<file path="config.mk">
export PLATFORM = sky130hd
export DESIGN_NAME = loop_div_ctrl
export DESIGN_NICKNAME = d
export VERILOG_FILES = /design/src/rtl/loop_div_ctrl.sv
export SDC_FILE = /design/constraint.sdc
export NUM_CORES = 1
export LEC_CHECK = 0
export ABC_CLOCK_PERIOD_IN_PS = 4200
export CAP_MARGIN = 25
export CORE_MARGIN = 2
export CORE_UTILIZATION = 45
export CTS_BUF_LIST = sky130_fd_sc_hd__clkbuf_4 sky130_fd_sc_hd__clkbuf_8
export DETAILED_ROUTE_END_ITERATION = 16
export PLACE_DENSITY = 0.65
export REMOVE_ABC_BUFFERS = 1
export SLEW_MARGIN = 0
export SYNTH_ARGS = -nofsm -noshare
export SYNTH_HDL_FRONTEND = slang
export SYNTH_SLANG_ARGS = --single-unit
</file>
<file path="constraint.sdc">
create_clock -name clk -period 4.2 [get_ports clk]
set_input_delay 0.63 -clock clk [delete_from_list [all_inputs] [get_ports clk]]
set_output_delay 0.63 -clock clk [all_outputs]
set_load 0.02 [all_outputs]
</file>
<file path="src/rtl/loop_div_ctrl.sv">
// PLL loop-divider ratio sequencer: accepts a new integer/fractional target,
// ramps div_n toward it in bounded steps and dithers N/N+1, updating only on wrap ticks.
module loop_div_ctrl #(
    parameter int N_W          = 6,
    parameter int FRAC_W       = 8,
    parameter int N_MIN        = 2,
    parameter int N_RESET      = 8,
    parameter int RAMP_STEP    = 1,
    parameter int SETTLE_TICKS = 4
) (
    input  logic              clk,
    input  logic              rst,
    input  logic              cyc_tick,
    input  logic              cfg_valid,
    output logic              cfg_ready,
    input  logic [N_W-1:0]    cfg_int,
    input  logic [FRAC_W-1:0] cfg_frac,
    input  logic              cfg_frac_en,
    output logic [N_W-1:0]    div_n,
    output logic              lock,
    output logic              cfg_err
);

    localparam int CNT_W = $clog2(SETTLE_TICKS + 1);
    localparam logic [N_W-1:0]   MIN_INT   = N_W'(N_MIN);
    localparam logic [N_W-1:0]   RST_INT   = N_W'(N_RESET);
    localparam logic [N_W-1:0]   STEP      = N_W'(RAMP_STEP);
    localparam logic [N_W-1:0]   MAX_DITH  = {{(N_W-1){1'b1}}, 1'b0};
    localparam logic [CNT_W-1:0] SETTLE_N  = CNT_W'(SETTLE_TICKS);

    typedef enum logic [1:0] {
        IDLE   = 2'd0,
        RAMP   = 2'd1,
        SETTLE = 2'd2
    } state_t;

    state_t              r_state,      w_state_nxt;
    logic [N_W-1:0]      r_cur_int,    w_cur_int_nxt;
    logic [N_W-1:0]      r_tgt_int,    w_tgt_int_nxt;
    logic [FRAC_W-1:0]   r_tgt_frac,   w_tgt_frac_nxt;
    logic                r_frac_en,    w_frac_en_nxt;
    logic [FRAC_W-1:0]   r_acc,        w_acc_nxt;
    logic [CNT_W-1:0]    r_settle_cnt, w_settle_cnt_nxt;
    logic [N_W-1:0]      r_div_n,      w_div_n_nxt;
    logic                r_cfg_err,    w_cfg_err_nxt;

    logic                w_accept;
    logic                w_legal;
    logic [FRAC_W:0]     w_sum;
    logic                w_up;
    logic [N_W-1:0]      w_dist;
    logic [CNT_W-1:0]    w_cnt_inc;

    assign w_accept  = cfg_valid && (r_state == IDLE);
    assign w_legal   = (cfg_int >= MIN_INT) && (!cfg_frac_en || (cfg_int <= MAX_DITH));
    assign w_sum     = {1'b0, r_acc} + {1'b0, r_tgt_frac};
    assign w_up      = (r_tgt_int > r_cur_int);
    assign w_dist    = w_up ? (r_tgt_int - r_cur_int) : (r_cur_int - r_tgt_int);
    assign w_cnt_inc = r_settle_cnt + CNT_W'(1);

    // NOTE: every signal gets a hold default first, so no path through the
    // case/if tree leaves a variable unassigned and no latch is inferred.
    always_comb begin
        w_state_nxt      = r_state;
        w_cur_int_nxt    = r_cur_int;
        w_tgt_int_nxt    = r_tgt_int;
        w_tgt_frac_nxt   = r_tgt_frac;
        w_frac_en_nxt    = r_frac_en;
        w_acc_nxt        = r_acc;
        w_settle_cnt_nxt = r_settle_cnt;
        w_div_n_nxt      = r_div_n;
        w_cfg_err_nxt    = 1'b0;

        if (cyc_tick) begin
            case (r_state)
                RAMP: begin
                    if (w_dist <= STEP) begin
                        w_cur_int_nxt    = r_tgt_int;
                        w_state_nxt      = SETTLE;
                        w_settle_cnt_nxt = '0;
                    end else if (w_up) begin
                        w_cur_int_nxt = r_cur_int + STEP;
                    end else begin
                        w_cur_int_nxt = r_cur_int - STEP;
                    end
                    w_div_n_nxt = w_cur_int_nxt;
                end
                default: begin
                    if (r_frac_en) begin
                        w_acc_nxt   = w_sum[FRAC_W-1:0];
                        w_div_n_nxt = r_cur_int + {{(N_W-1){1'b0}}, w_sum[FRAC_W]};
                    end else begin
                        w_acc_nxt   = '0;
                        w_div_n_nxt = r_cur_int;
                    end
                    if (r_state == SETTLE) begin
                        w_settle_cnt_nxt = w_cnt_inc;
                        if (w_cnt_inc == SETTLE_N) w_state_nxt = IDLE;
                    end
                end
            endcase
        end

        // A coincident tick already used the old settings above; the new target
        // takes effect from the next tick. cur_int never moves on an IDLE tick.
        if (w_accept) begin
            if (w_legal) begin
                w_tgt_int_nxt    = cfg_int;
                w_tgt_frac_nxt   = cfg_frac;
                w_frac_en_nxt    = cfg_frac_en;
                w_acc_nxt        = '0;
                w_settle_cnt_nxt = '0;
                w_state_nxt      = (cfg_int != r_cur_int) ? RAMP : SETTLE;
            end else begin
                w_cfg_err_nxt = 1'b1;
            end
        end
    end

    // NOTE: sequential state uses non-blocking assignments so every register
    // samples the pre-edge values regardless of statement order.
    always_ff @(posedge clk or posedge rst) begin
        if (rst) begin
            r_state      <= SETTLE;
            r_cur_int    <= RST_INT;
            r_tgt_int    <= RST_INT;
            r_tgt_frac   <= '0;
            r_frac_en    <= 1'b0;
            r_acc        <= '0;
            r_settle_cnt <= '0;
            r_div_n      <= RST_INT;
            r_cfg_err    <= 1'b0;
        end else begin
            r_state      <= w_state_nxt;
            r_cur_int    <= w_cur_int_nxt;
            r_tgt_int    <= w_tgt_int_nxt;
            r_tgt_frac   <= w_tgt_frac_nxt;
            r_frac_en    <= w_frac_en_nxt;
            r_acc        <= w_acc_nxt;
            r_settle_cnt <= w_settle_cnt_nxt;
            r_div_n      <= w_div_n_nxt;
            r_cfg_err    <= w_cfg_err_nxt;
        end
    end

    assign cfg_ready = (r_state == IDLE);
    assign lock      = (r_state == IDLE);
    assign div_n     = r_div_n;
    assign cfg_err   = r_cfg_err;

endmodule

</file>
==> summary.txt, run 1 <==
Worst setup path
  – Critical Path Stages: 14
  – Crit-path leading delay family: compound AO/OA/AOI/OAI gates
  – Critical path data arrival time: 3.83 ns
  – Cells along the critical path: ha_1, inv_1, fa_1, a211oi_2, nor3_2, o31ai_4, ha_1, a211oi_1, o21bai_1, a21oi_1, xnor2_1, xnor2_1, mux2i_1, o21ai_1
  – R2r startpoint: r_cur_int[0]$_DFFE_PP0P_
  – CP Launch Type: register
  – CP required: 4.42 ns
  – R2R Setup Slk: 0.58 ns
  – Worst r2r path cells: 14
  – Crit-path max cell delay: 0.55 ns
  – Critical path endpoint category: register
  – Buf+Inv Stages, Crit Path: 1
  – Setup CP Type: reg -> reg
  – FF-to-FF End: div_n[5]$_DFFE_PP0P_
  – Crit-path slowest cell: dfrtp_1
  – Crit path max fanout: 9

Floorplanning
  – FP Rows: 29
  – Core Box Area: around 6400 um^2
  – Die area: 7380 um^2
  – Die W: 85.9 um
  – Initial core utilization: 0.470
  – I/O Pins: 28
  – Height of the die: 85.9 um

STA
  – Worst slew margin: 0.487
  – Fmax: 277 MHz
  – Final hold violation count: 0
  – Final worst-path cycle share: 0.861
  – Final min period: between 3 and 4 ns
  – Setup TNS: 0 ns
  – # setup viols final: 0
  – RSZ-0062 raised after global routing: no
  – Worst slew pin tran: approximately 0.77 ns
  – Final Max Slew Viols: 0
  – Clock skew: about 0.0026 ns

Synth
  – Seq cells post-synth: 41
  – Mean Syn Cell Area: 8.85 um^2
  – Yosys top cell by area: dfrtp_1
  – Post-Syn Area: 3020 um^2
  – Sequential area share after synthesis: 0.342
  – Post-Syn Instances: 341
  – Top FF cell, synth: dfrtp_1
  – Top cell type's share of synthesized area: 0.307
  – FFs w/ async S/R, synth: 1.00
  – EDFF count, synth: 0
  – Yosys warns: 0
  – Largest cells by area after synthesis: dfrtp_1 (31%), ha_1 (11%), nand2_1 (7.5%), xnor2_1 (4.9%), dfstp_2 (3.5%)
  – Distinct cells, synth: 55

Final layout
  – Share of layout cells above drive strength 1: 0.0806
  – Post-Layout Inst Area: 3410 um^2
  – Core Util, Final: 0.530
  – Final Non-Filler Cells: between 400 and 500
  – Area growth, synth to finish: 12.9%
  – # diodes: 0
  – Fin nets: 409

Routing
  – Antenna Nets Post-Route: 0
  – Drt pass-1 iters: 6
  – Iter 0 DRT Violations: 121
  – DRC: 0
  – Via-to-Cell Ratio: 5.51
  – Mean routed wirelength per cell: 15.2 um
  – Vias: 2410
  – Routed wire length: 6620 um

Clock tree
  – Post-CTS Hold Buffers: 0
  – CTS tree: yes
  – Root Buffer: clkbuf_8
  – Post-CTS sizing: 0
  – Num Clock Sinks: 41
  – TritonCTS buffer count: 5
  – Postcts setup bufs: 0
  – Clk_lat worst skew: 0.29 ns
  – H-tree depth reported by CTS: 2
  – Clk slew on worst S/H paths: 0.07 ns
  – Maximum buffer depth of the clock tree: 2

Global routing
  – Busiest grt layer: met2
  – Initial antenna violation count: 0
  – Global-route wire length before repair: 11300 um
  – Vias in the first global route: 2330
  – Largest net degree at the start of global routing: 23
  – Total track usage: 0.194
  – Remaining Overflow, GRT: 0
  – M3 GR Usage: 0.0385
  – Met1 usage: 0.283
  – Met2 usage in global routing: 0.297

Placed design
  – Placement Cell Area: 3310 um^2
  – Port Buffers: 27
  – Placed Cells: 429
  – Placer Congestion: 0.883
  – Post-DP HPWL: 5030 um

Power
  – Leakage Power: 1.57 nW
  – Highest ir drop seen on vdd: 0.346 mV
  – PwrDens: 936 nW/um^2
  – Overall Power: 0.00319 W

Run status
  – Outcome: finished clean

Worst hold path
  – Hold crit path type: reg -> reg
  – Worst Min Path Start: r_tgt_frac[6]$_DFFE_PP0P_
  – WHS Endpoint: r_tgt_frac[6]$_DFFE_PP0P_
  – Hold path cells: 2

Run
  – Max Cap Viol: 0
[cell usage after synthesis, types with 2 or more instances]
| cell | n |
|---|---|
| a211oi_2 | 3 |
| o21ai_0 | 19 |
| dfstp_2 | 4 |
| o21a_1 | 2 |
| dfrtp_1 | 37 |
| o22ai_1 | 2 |
| o21bai_1 | 2 |
| nor2_1 | 15 |
| o21ai_1 | 3 |
| nand2_1 | 60 |
| ha_1 | 27 |
| o211ai_1 | 2 |
| a31o_2 | 2 |
| a2bb2oi_1 | 2 |
| a21o_1 | 5 |
| xor2_1 | 7 |
| nand4_1 | 6 |
| o221ai_1 | 2 |
| or2_1 | 2 |
| buf_6 | 2 |
| inv_1 | 22 |
| a21oi_1 | 19 |
| or3_1 | 2 |
| clkbuf_1 | 13 |
| a22oi_1 | 5 |
| xnor2_1 | 17 |
| nand3_1 | 8 |
| nor2b_1 | 3 |
| nand2b_1 | 3 |
| nor3_1 | 8 |
| fa_1 | 4 |
| mux2i_1 | 10 |
[power by group]
group	internal (W)	switching [W]	leakage [nW]	total, W
registers	0.000593	0.000206	0.510	0.000799
clock network	0.000137	0.000129	0.0498	0.000266
logic	0.000958	0.00116	1.01	0.00212
total	0.00169	0.00150	1.57	0.00319
[routing by layer]
metal / share of wire / wire [um]
met1: 0.52 / 3420
met2: 0.44 / 2900
met3: 0.038 / 249
met4: 0.0080 / 53
met5: 0 / 0
[placed cells by master, fill, tap and decap left out, drive strengths merged, types with 5 or more instances in the layout]
cell            n
nor3            9
mux2i          10
clkdlybuf4s50  27
a22oi           5
nand2          60
a21oi          20
nor2           15
nand4           6
dfrtp          37
inv            22
xor2            7
clkbuf          8
nand3           8
a21o            5
ha             27
o21ai          22
xnor2          17
[logic make-up after synthesis]
logic type / count (synthesis) / synth area share
buf+inv: 40 / 0.0564
xor+xnor: 24 / 0.0697
mux: 10 / 0.0332
flops: 41 / 0.342
simple gates: 116 / 0.177
compound gates: 79 / 0.183
fa+ha+maj: 31 / 0.138
[how the worst max path moves through the flow]
stage,startpoint,end,slack (ns)
2_1_floorplan,r_cur_int[0]$_DFFE_PP0P_,r_cur_int[5]$_DFFE_PP0P_,0.97
3_3_place_gp,r_cur_int[1]$_DFFE_PP0P_,div_n[5]$_DFFE_PP0P_,0.69
3_5_place_dp,r_cur_int[0]$_DFFE_PP0P_,div_n[5]$_DFFE_PP0P_,0.62
4_1_cts,r_cur_int[0]$_DFFE_PP0P_,div_n[5]$_DFFE_PP0P_,0.57
5_1_grt,r_cur_int[0]$_DFFE_PP0P_,div_n[5]$_DFFE_PP0P_,0.30
6_report,r_cur_int[0]$_DFFE_PP0P_,div_n[5]$_DFFE_PP0P_,0.58
[state kept, by name, indices dropped and copies added, names as in the netlist]
register	cells
cfg_err	1
r_tgt_frac	8
r_acc	8
r_frac_en	1
r_settle_cnt	3
r_tgt_int	6
r_state	2
r_cur_int	6
div_n	6
[through the flow]
| stage | worst slack, ns | hold WS [ns] |
|---|---|---|
| final | 0.584 | 0.485 |
| after floorplan | 0.971 | 0.452 |
| after global routing | 0.302 | 0.503 |
| after detailed placement | 0.618 | 0.473 |
| after global placement | 0.690 | 0.472 |
| after CTS | 0.573 | 0.492 |
[cell type report]
class                           count  area, um^2
Clock buffer                        8        91.3
Fill cell                         592        3020
Inverter                           22        82.6
Multi-Input combinational cell    260        1820
Sequential cell                    41        1030
Tap cell                           77        96.3
Timing Repair Buffer               29         285
[worst min-delay path, stage by stage (launching register included)]
cell and delay [ns]:
dfrtp_1 0.35, nand2_1 0.05, nand2_1 0.06
Note: power is estimated with default switching activity, not from simulation.
==> run 2: changes to the inputs <==
--- a/config.mk
+++ b/config.mk
@@ -7,7 +7,6 @@
 export LEC_CHECK = 0
 export ABC_CLOCK_PERIOD_IN_PS = 4200
 export CAP_MARGIN = 25
-export CORE_MARGIN = 2
 export CORE_UTILIZATION = 45
 export CTS_BUF_LIST = sky130_fd_sc_hd__clkbuf_4 sky130_fd_sc_hd__clkbuf_8
 export DETAILED_ROUTE_END_ITERATION = 16
==> summary.txt, run 2 (synthesized netlist as in run 1, its figures left out) <==
Run status
  – Outcome: complete, but fails checks
  – Violated checks: design-rule violations

Worst setup path
  – Critical path data arrival time: between 3 and 4 ns
  – Worst r2r path cells: 13
  – Crit path max fanout: 10
  – CP required: 4.36 ns
  – Critical path endpoint category: register
  – CP Launch Type: register
  – Setup CP Type: reg -> reg

STA
  – # setup viols final: 0
  – Worst slew pin tran: 0.844 ns
  – Final worst-path cycle share: 0.856
  – Final Max Slew Viols: 0
  – Final min period: 3.60 ns
  – Final hold violation count: 0
  – Fmax: roughly 280 MHz
  – Worst slew margin: 0.437
  – Clock skew: 0.00661 ns
  – Setup TNS: 0 ns
  – RSZ-0062 raised after global routing: no

Global routing
  – Global-route wire length before repair: 11600 um
  – Largest net degree at the start of global routing: 42
  – Vias in the first global route: 2435
  – Initial antenna violation count: 0
  – Total track usage: 0.208
  – Remaining Overflow, GRT: 0

Final layout
  – Leading cell type in the layout, fill and taps excluded: nand2_1
  – # diodes: 0
  – Post-Layout Inst Area: between 3000 and 4000 um^2
  – Core Util, Final: 0.532
  – Largest registers: r_acc: 8 flops, r_tgt_frac: 8 flops
  – Most frequent cells in the layout: nand2_1 (60), dfrtp_1 (37), ha_1 (27), clkdlybuf4s50_1 (27), inv_1 (22)
  – Fin nets: around 400
  – Area growth, synth to finish: 13.3%
  – Share of layout cells above drive strength 1: 0.0780
  – Final Non-Filler Cells: 436

Clock tree
  – Post-CTS sizing: 0
  – CTS tree: yes
  – Post-CTS Hold Buffers: 0
  – Clk_lat worst skew: 0.30 ns
  – H-tree depth reported by CTS: 2
  – Root Buffer: clkbuf_8
  – Num Clock Sinks: around 40
  – Clk slew on worst S/H paths: 0.08 ns
  – TritonCTS buffer count: 5
  – Maximum buffer depth of the clock tree: 2
  – Postcts setup bufs: 0

Placed design
  – Placement Cell Area: 3310 um^2
  – Port Buffers: 27
  – Placer Congestion: 0.864
  – Post-DP HPWL: 5050 um
  – Placed Cells: 429

Run
  – Max Cap Viol: 0

Power
  – Leakage Power: around 1.6 nW
  – PwrDens: 945 nW/um^2
  – Highest ir drop seen on vdd: 0.461 mV
  – Overall Power: 0.00323 W

Routing
  – Routed wire length: 6620 um
  – Mean routed wirelength per cell: 15.2 um
  – Via-to-Cell Ratio: about 5.6
  – Antenna Nets Post-Route: 0
  – DRC: 2
  – Iter 0 DRT Violations: 95
  – Vias: approximately 2.4k
  – Drt pass-1 iters: 12

Floorplanning
  – Core Box Area: 6420 um^2
  – Height of the die: 83.9 um
  – Die W: 83.9 um
  – Initial core utilization: 0.470
  – I/O Pins: 28
  – FP Rows: 29
  – Die area: 7040 um^2

Worst hold path
  – Hold path cells: 2
  – Hold crit path type: reg -> reg
==> run 2: cell count changes in the layout (fill, tap and decap cells not counted), sizes merged <==
cell    change
bufinv      +1
clkinv      +1
clkbuf      -3
==> run 2: where the power goes <==
part	internal [W]	switching [W]
Combinational	0.000956	0.00116
Sequential	0.000593	0.000208
Clock	0.000173	0.000138
Total	0.00172	0.00151
==> run 2: final timing paths <==
kind	startpoint	end	slack, ns
max	r_cur_int[1]$_DFFE_PP0P_	div_n[5]$_DFFE_PP0P_	0.60
min	r_tgt_frac[6]$_DFFE_PP0P_	r_tgt_frac[6]$_DFFE_PP0P_	0.49
max reg2reg	r_cur_int[1]$_DFFE_PP0P_	div_n[5]$_DFFE_PP0P_	0.60
min reg2reg	r_tgt_frac[6]$_DFFE_PP0P_	r_tgt_frac[6]$_DFFE_PP0P_	0.49
max in group asynchronous	rst	r_cur_int[3]$_DFFE_PP1P_	3.08
min in group asynchronous	rst	r_tgt_frac[1]$_DFFE_PP0P_	0.75
==> run 2: critical path, stage by stage (launching register included) <==
cell and delay, ns:
dfrtp_1 0.60, inv_1 0.15, fa_1 0.49, a211oi_2 0.26, nor3_2 0.10, o31ai_4 0.44, ha_1 0.34, a211oi_1 0.26
o21bai_1 0.11, a21oi_1 0.18, xnor2_1 0.19, xnor2_1 0.11, mux2i_1 0.15, o21ai_1 0.07
==> run 2: cell type report <==
class / count / area (um^2)
inverter: 22 / 82.6
multi-input combinational: 260 / 1820
clock buffer: 5 / 68.8
tap: 77 / 96.3
clock inverter: 2 / 35.0
fill: 594 / 3000
sequential: 41 / 1030
timing repair buffer: 29 / 285
==> run 2: per-layer routing <==
metal / global-route usage / vias to the layer above / part of all wire
li1: - / 1212 / -
met1: 0.288 / 1166 / 0.49
met2: 0.326 / 52 / 0.45
met3: 0.0366 / 12 / 0.037
met4: 0.0721 / 0 / 0.017
met5: 0 / - / 0
==> run 2: metrics by stage <==
step	setup WS, ns	hold WS [ns]
6_report	0.603	0.493
5_1_grt	0.289	0.541
4_1_cts	0.605	0.493
3_5_place_dp	0.646	0.474
3_3_place_gp	0.696	0.472
2_1_floorplan	0.971	0.452
